## config.mk

```make
export PLATFORM = sky130hd
export DESIGN_NAME = tone_order_ctrl_flat
export DESIGN_NICKNAME = d
export VERILOG_FILES = /design/src/rtl/tone_order_ctrl_if.sv /design/src/rtl/tone_order_ctrl.sv /design/src/flat_wrapper.sv
export SDC_FILE = /design/constraint.sdc
export NUM_CORES = 1
export LEC_CHECK = 0
export BUFFER_PORTS_ARGS = -buffer_cell sky130_fd_sc_hd__buf_2
export CORE_ASPECT_RATIO = 2
export CORE_MARGIN = 5
export CORE_UTILIZATION = 30
export DETAILED_ROUTE_END_ITERATION = 8
export SYNTH_ARGS = -nofsm -noshare
export SYNTH_HDL_FRONTEND = slang
export SYNTH_SLANG_ARGS = --single-unit
```

## constraint.sdc

```tcl
create_clock -name clk -period 4.8 [get_ports clk]
set_clock_uncertainty 0.2 [all_clocks]
set_input_delay 0.72 -clock clk [delete_from_list [all_inputs] [get_ports clk]]
set_output_delay 0.72 -clock clk [all_outputs]
set_load 0.005 [all_outputs]
```

## src/rtl/tone_order_ctrl_if.sv

```systemverilog
// Tone-ordering bus: bit-load table read port, fast and interleaved FWFT FIFO
// pop ports, and the valid/ready constellation-input output stream.
interface tone_order_ctrl_if #(
    parameter int unsigned DW    = 8,
    parameter int unsigned CNUMW = 8,
    parameter int unsigned TBLAW = 8,
    parameter int unsigned MAXB  = 15
);
    logic             tbl_rd_o;
    logic [TBLAW-1:0] tbl_addr_o;
    logic [3:0]       bitload_i;
    logic [CNUMW-1:0] carrier_i;

    logic             fast_empty_i;
    logic [DW-1:0]    fast_data_i;
    logic             fast_re_o;

    logic             inter_empty_i;
    logic [DW-1:0]    inter_data_i;
    logic             inter_re_o;

    logic             valid_o;
    logic             ready_i;
    logic [MAXB-1:0]  cin_o;
    logic [3:0]       bit_load_o;
    logic [CNUMW-1:0] carrier_num_o;

    modport master (
        output tbl_rd_o, tbl_addr_o, fast_re_o, inter_re_o,
        output valid_o, cin_o, bit_load_o, carrier_num_o,
        input  bitload_i, carrier_i, fast_empty_i, fast_data_i,
        input  inter_empty_i, inter_data_i, ready_i
    );

    modport slave (
        input  tbl_rd_o, tbl_addr_o, fast_re_o, inter_re_o,
        input  valid_o, cin_o, bit_load_o, carrier_num_o,
        output bitload_i, carrier_i, fast_empty_i, fast_data_i,
        output inter_empty_i, inter_data_i, ready_i
    );
endinterface

```

## src/rtl/tone_order_ctrl.sv

```systemverilog
// DMT tone-ordering controller: walks the bit-load table for one symbol,
// pulls bytes from the fast then interleaved FIFO into a bit accumulator and
// emits one b-bit constellation input per loaded tone.
module tone_order_ctrl #(
    parameter int unsigned DW    = 8,
    parameter int unsigned CNUMW = 8,
    parameter int unsigned TBLAW = 8,
    parameter int unsigned MAXB  = 15,
    parameter int unsigned SRW   = 24
) (
    input  logic                clk,
    input  logic                reset,
    input  logic                start_i,
    input  logic [TBLAW:0]      used_carrier_i,
    input  logic [7:0]          fast_bytes_i,
    output logic                busy_o,
    output logic                symbol_done_o,
    output logic                err_o,
    tone_order_ctrl_if.master   bus
);

    typedef enum logic [2:0] {StIdle, StRd, StWait, StFill, StEmit, StDone} state_e;

    state_e           state_q, state_d;
    logic [TBLAW:0]   used_q, used_d;
    logic [7:0]       fb_q, fb_d;
    logic [TBLAW:0]   tone_q, tone_d;
    logic [7:0]       fcnt_q, fcnt_d;
    logic [SRW-1:0]   acc_q, acc_d;
    logic [4:0]       bcnt_q, bcnt_d;
    logic [3:0]       b_q, b_d;
    logic [CNUMW-1:0] carrier_q, carrier_d;
    logic [MAXB-1:0]  cin_q, cin_d;
    logic             err_q, err_d;

    logic             fast_re, inter_re;
    logic [TBLAW:0]   tone_inc;
    logic             last_tone;
    logic             use_fast;
    logic [MAXB-1:0]  cin_sel;

    assign tone_inc  = tone_q + 1'b1;
    assign last_tone = (tone_inc == used_q);
    // Fast path owns the first fast_bytes bytes of the symbol.
    assign use_fast  = (fcnt_q < fb_q);

    // Low b accumulator bits, upper bits forced to zero.
    always_comb begin
        cin_sel = '0;
        for (int i = 0; i < int'(MAXB); i++) begin
            if (i < int'(b_q)) cin_sel[i] = acc_q[i];
        end
    end

    // Next-state and datapath update for the symbol walk.
    always_comb begin
        state_d   = state_q;
        used_d    = used_q;
        fb_d      = fb_q;
        tone_d    = tone_q;
        fcnt_d    = fcnt_q;
        acc_d     = acc_q;
        bcnt_d    = bcnt_q;
        b_d       = b_q;
        carrier_d = carrier_q;
        cin_d     = cin_q;
        err_d     = err_q;
        fast_re   = 1'b0;
        inter_re  = 1'b0;

        case (state_q)
            StIdle: begin
                if (start_i) begin
                    used_d  = used_carrier_i;
                    fb_d    = fast_bytes_i;
                    tone_d  = '0;
                    fcnt_d  = '0;
                    acc_d   = '0;
                    bcnt_d  = '0;
                    state_d = (used_carrier_i == '0) ? StDone : StRd;
                end
            end
            StRd: state_d = StWait;
            StWait: begin
                b_d       = bus.bitload_i;
                carrier_d = bus.carrier_i;
                if (bus.bitload_i < 4'd2) begin
                    // b=1 is not a legal constellation size: flag and skip.
                    if (bus.bitload_i == 4'd1) err_d = 1'b1;
                    tone_d  = tone_inc;
                    state_d = last_tone ? StDone : StRd;
                end else begin
                    state_d = StFill;
                end
            end
            StFill: begin
                if (bcnt_q >= {1'b0, b_q}) begin
                    cin_d   = cin_sel;
                    acc_d   = acc_q >> b_q;
                    bcnt_d  = bcnt_q - {1'b0, b_q};
                    state_d = StEmit;
                end else if (use_fast) begin
                    // No fallback to the other FIFO: stall until data arrives.
                    if (!bus.fast_empty_i) begin
                        fast_re = 1'b1;
                        acc_d   = acc_q | (SRW'(bus.fast_data_i) << bcnt_q);
                        bcnt_d  = bcnt_q + 5'd8;
                        if (fcnt_q != 8'hFF) fcnt_d = fcnt_q + 8'd1;
                    end
                end else if (!bus.inter_empty_i) begin
                    inter_re = 1'b1;
                    acc_d    = acc_q | (SRW'(bus.inter_data_i) << bcnt_q);
                    bcnt_d   = bcnt_q + 5'd8;
                end
            end
            StEmit: begin
                if (bus.ready_i) begin
                    tone_d  = tone_inc;
                    state_d = last_tone ? StDone : StRd;
                end
            end
            StDone: begin
                // Leftover bits mean the byte budget did not match the table.
                if (bcnt_q != '0) err_d = 1'b1;
                acc_d   = '0;
                bcnt_d  = '0;
                state_d = StIdle;
            end
            default: state_d = StIdle;
        endcase
    end

    // State and datapath registers, asynchronous active-high reset.
    always_ff @(posedge clk or posedge reset) begin
        if (reset) begin
            state_q   <= StIdle;
            used_q    <= '0;
            fb_q      <= '0;
            tone_q    <= '0;
            fcnt_q    <= '0;
            acc_q     <= '0;
            bcnt_q    <= '0;
            b_q       <= '0;
            carrier_q <= '0;
            cin_q     <= '0;
            err_q     <= 1'b0;
        end else begin
            state_q   <= state_d;
            used_q    <= used_d;
            fb_q      <= fb_d;
            tone_q    <= tone_d;
            fcnt_q    <= fcnt_d;
            acc_q     <= acc_d;
            bcnt_q    <= bcnt_d;
            b_q       <= b_d;
            carrier_q <= carrier_d;
            cin_q     <= cin_d;
            err_q     <= err_d;
        end
    end

    assign bus.tbl_rd_o      = (state_q == StRd);
    assign bus.tbl_addr_o    = tone_q[TBLAW-1:0];
    assign bus.fast_re_o     = fast_re;
    assign bus.inter_re_o    = inter_re;
    assign bus.valid_o       = (state_q == StEmit);
    assign bus.cin_o         = cin_q;
    assign bus.bit_load_o    = b_q;
    assign bus.carrier_num_o = carrier_q;
    assign busy_o            = (state_q != StIdle);
    assign symbol_done_o     = (state_q == StDone);
    assign err_o             = err_q;

endmodule

```

## src/flat_wrapper.sv

```systemverilog
// flat-port wrapper written by rule: the top's interface ports become plain ports
module tone_order_ctrl_flat 
#(
    parameter int unsigned DW    = 8,
    parameter int unsigned CNUMW = 8,
    parameter int unsigned TBLAW = 8,
    parameter int unsigned MAXB  = 15,
    parameter int unsigned SRW   = 24
)
  (clk, reset, start_i, used_carrier_i, fast_bytes_i, busy_o, symbol_done_o, err_o, bus_tbl_rd_o, bus_tbl_addr_o, bus_fast_re_o, bus_inter_re_o, bus_valid_o, bus_cin_o, bus_bit_load_o, bus_carrier_num_o, bus_bitload_i, bus_carrier_i, bus_fast_empty_i, bus_fast_data_i, bus_inter_empty_i, bus_inter_data_i, bus_ready_i);
  tone_order_ctrl_if #(.DW(DW), .CNUMW(CNUMW), .TBLAW(TBLAW), .MAXB(MAXB)) bus_i ();
  input  logic clk;
  input  logic reset;
  input  logic start_i;
  input  logic [TBLAW:0] used_carrier_i;
  input  logic [7:0] fast_bytes_i;
  output logic busy_o;
  output logic symbol_done_o;
  output logic err_o;
  output wire logic [$bits(bus_i.tbl_rd_o)-1:0] bus_tbl_rd_o;
  output wire logic [$bits(bus_i.tbl_addr_o)-1:0] bus_tbl_addr_o;
  output wire logic [$bits(bus_i.fast_re_o)-1:0] bus_fast_re_o;
  output wire logic [$bits(bus_i.inter_re_o)-1:0] bus_inter_re_o;
  output wire logic [$bits(bus_i.valid_o)-1:0] bus_valid_o;
  output wire logic [$bits(bus_i.cin_o)-1:0] bus_cin_o;
  output wire logic [$bits(bus_i.bit_load_o)-1:0] bus_bit_load_o;
  output wire logic [$bits(bus_i.carrier_num_o)-1:0] bus_carrier_num_o;
  input wire logic [$bits(bus_i.bitload_i)-1:0] bus_bitload_i;
  input wire logic [$bits(bus_i.carrier_i)-1:0] bus_carrier_i;
  input wire logic [$bits(bus_i.fast_empty_i)-1:0] bus_fast_empty_i;
  input wire logic [$bits(bus_i.fast_data_i)-1:0] bus_fast_data_i;
  input wire logic [$bits(bus_i.inter_empty_i)-1:0] bus_inter_empty_i;
  input wire logic [$bits(bus_i.inter_data_i)-1:0] bus_inter_data_i;
  input wire logic [$bits(bus_i.ready_i)-1:0] bus_ready_i;
  assign bus_tbl_rd_o = bus_i.tbl_rd_o;
  assign bus_tbl_addr_o = bus_i.tbl_addr_o;
  assign bus_fast_re_o = bus_i.fast_re_o;
  assign bus_inter_re_o = bus_i.inter_re_o;
  assign bus_valid_o = bus_i.valid_o;
  assign bus_cin_o = bus_i.cin_o;
  assign bus_bit_load_o = bus_i.bit_load_o;
  assign bus_carrier_num_o = bus_i.carrier_num_o;
  assign bus_i.bitload_i = bus_bitload_i;
  assign bus_i.carrier_i = bus_carrier_i;
  assign bus_i.fast_empty_i = bus_fast_empty_i;
  assign bus_i.fast_data_i = bus_fast_data_i;
  assign bus_i.inter_empty_i = bus_inter_empty_i;
  assign bus_i.inter_data_i = bus_inter_data_i;
  assign bus_i.ready_i = bus_ready_i;
  tone_order_ctrl #(.DW(DW), .CNUMW(CNUMW), .TBLAW(TBLAW), .MAXB(MAXB), .SRW(SRW)) u_core (.clk(clk), .reset(reset), .start_i(start_i), .used_carrier_i(used_carrier_i), .fast_bytes_i(fast_bytes_i), .busy_o(busy_o), .symbol_done_o(symbol_done_o), .err_o(err_o), .bus(bus_i));
endmodule
```

==> flow_summary_export.csv <==
group,metric,value,unit
critical_path,critPathSlowestCell,"nand4_1",
critical_path,cp-end-kind,"output port",
timing,finalHoldViolCount,0,
synthesis,synth_area_leaders,"dfrtp_1 (36%), mux4_2 (5.5%), nand2_1 (5.2%)",
synthesis,synth-seq-cells,94,
clocking,cts_buffer_depth,2,
timing,fmax,0.276,GHz
pwr,irDropWorstVdd,226,µV
global_routing,overflow,0,
synthesis,synth_warnings,0,
floorplanning,die_w,115,µm
critical_path,crit_chain,"inv_1 -> buf_4 -> ha_1 -> nor2b_1 -> o211ai_1 -> nand4_1 -> nor3_1 -> buf_2",
worst_hold_path,min_path_type,"register to register",
timing,rsz0062_at_grt,"false",
floorplanning,rows,76,
final_layout,antenna_cells,0,
synthesis,synth.avg_cell_area,9.07,µm²
floorplanning,die_area,25200,µm²
clocking,htreeDepth,3,
clocking,clk_pin_slew,60,ps
global_routing,grtUsageMet3,3.16,%
route,vias,6041,
global_routing,use_met1,16.9,%
synthesis,async_reset_ff_share,100,%
global_routing,gr-usage-met2,32.5,%
global_routing,antenna_found_initial,0,
global_routing,grt_pass1_wl,34000,µm
route,wl_per_cell,20.0,µm
placed_design,dpl.hpwl,16600,µm
clocking,numCtsBuffers,9,
critical_path,crit_fanout,12,
global_routing,grt-busiest-layer,"met2",
clocking,cts.sinks,94,
final_layout,final_util,35.0,%
synthesis,syn-num-nets,791,
final_layout,nets,855,
global_routing,track_usage,17.3,%
timing,tns,0,ps
floorplanning,fp.dieH,219,µm
route,dr.first_iter.drc_count,372,
global_routing,grt_pass1_vias,6285,
route,drc,0,
critical_path,path_class,"register to output port",
synthesis,synth_area,6580,µm²
job,drv_cap,0,
pwr,powerDensity,606,nW/µm²
global_routing,grt_max_degree,76,
timing,finalSetupViolCount,0,
synthesis,synth_edf_count,0,
synthesis,synth_most_common_cell,"dfrtp_1",
critical_path,worstPathArrival,2700,ps
floorplanning,core_area,21600,µm²
floorplanning,ios,93,
final_layout,area_growth,14.7,%
final_layout,drive_above_1_share,23.4,%
synthesis,synth_cell_type_count,75,
timing,finalMaxSlewViolations,0,
critical_path,startpoint_type,"register",
clocking,cts_setup_buffers,0,
synthesis,synth_top_area_share,35.7,%
outcome,status,"completed",
timing,slew_headroom,31.4,%
route,vias_per_cell,5.66,
placed_design,gp_congestion,0.896,
synthesis,syn_inst,726,
floorplanning,start_util,30.5,%
timing,fin_crit_sh,75.5,%
clocking,root_buffer,"clkbuf_16",
synthesis,ys_seq_area_share,35.7,%
clocking,clk_latency,360,ps
route,ant_nets,0,
critical_path,critPathMaxStageDelay,450,ps
route,routed_wl,21400,µm
clocking,cts_hold_repair.buffers,0,
synthesis,yosysTopAreaCell,"dfrtp_1",
critical_path,required,3880,ps
synthesis,ys_top_cells_by_count,"dfrtp_1 (94), nand2_1 (92), o21ai_0 (62)",
synthesis,synth_ff_type,"dfrtp_1",
placed_design,portBuffers,92,
timing,min_period,3620,ps
clocking,cts_tree,"built",
pwr,leakage,3.22,nW
timing,worst_pin_slew,1030,ps
clocking,cts_resized,0,
route,dr.pass1.iters,5,
power by group:
group / internal (mW) / switching [mW] / leakage (nW)
logic: 0.993 / 1.56 / 1.85
registers: 1.04 / 0.241 / 1.23
clock network: 0.416 / 0.326 / 0.148
logic make-up (layout without fill, tap and decap cells):
kind of cell / Yosys count / in the layout / synth area share, %
simple gates: 255 / 255 / 18.6
compound gates: 191 / 191 / 19.6
flops: 94 / 94 / 35.7
mux: 74 / 74 / 15.2
buf+inv: 74 / 143 / 4.92
xor+xnor: 24 / 24 / 3.19
fa+ha+maj: 14 / 14 / 2.78
layout make-up:
| type | count | area (µm²) |
|---|---|---|
| Timing Repair Buffer | 106 | 566 |
| Sequential cell | 94 | 2350 |
| Fill cell | 2270 | 14000 |
| Clock buffer | 10 | 239 |
| Clock inverter | 6 | 61.3 |
| Multi-Input combinational cell | 558 | 3910 |
| Inverter | 21 | 81.3 |
| Tap cell | 273 | 342 |
routing by layer:
layer	vias up	share of wire (%)
met5	-	0
met4	0	6.2
met3	81	4.6
met2	214	56
met1	2948	34
li1	2798	-
registers in the layout, indices dropped and copies added (netlist names):
signal                    count
u_core.err_o                  1
u_core.bus.bit_load_o         4
u_core.state_q                3
u_core.fcnt_q                 8
u_core.bus.carrier_num_o      8
u_core.acc_q                 24
u_core.used_q                 9
u_core.bcnt_q                 5
u_core.fb_q                   8
u_core.bus.cin_o             15
u_core.tone_q                 9
cell usage in the layout, fill, tap and decap left out, types with 21 or more instances in the layout:
| master | n |
|---|---|
| dfrtp_1 | 94 |
| mux2_2 | 28 |
| a21oi_1 | 26 |
| nor2_1 | 48 |
| buf_2 | 92 |
| nor3_1 | 24 |
| nand2_1 | 92 |
| nand3_1 | 21 |
| o21ai_0 | 62 |
| mux2i_1 | 26 |
stage by stage:
stage	instances	setup WS (ps)	hold slack [ps]	total power, mW	instance area [µm²]
final	1068	1180	262	4.58	7550
after global routing	1068	868	298	4.90	7550
after CTS	1068	1180	268	4.58	7550
after detailed placement	1052	1220	252	3.83	7250
after global placement	1052	1340	251	3.80	7250
after floorplan	726	1270	265	3.07	6580
path summary, 6_finish.rpt:
check	slack, ps	endpoint	cells after the start	from
max in group asynchronous	3210	u_core.bus.cin_o[2]	3	reset
max reg2reg	1210	u_core.acc_q[11]	8	u_core.fcnt_q[2]
max	1180	bus_inter_re_o	8	u_core.bus.bit_load_o[1]
min in group asynchronous	370	u_core.bus.carrier_num_o[0]	2	reset
min reg2reg	260	u_core.err_o	1	u_core.err_o
min	260	u_core.err_o	1	u_core.err_o
worst max-delay path, delay by kind of cell (launching register included):
family,cells,cell delay [ps]
simple gates,3,920
buf+inv,3,420
compound gates,1,360
flops,1,380
fa+ha+maj,1,260
No activity file was read; power rests on OpenSTA's default activity.
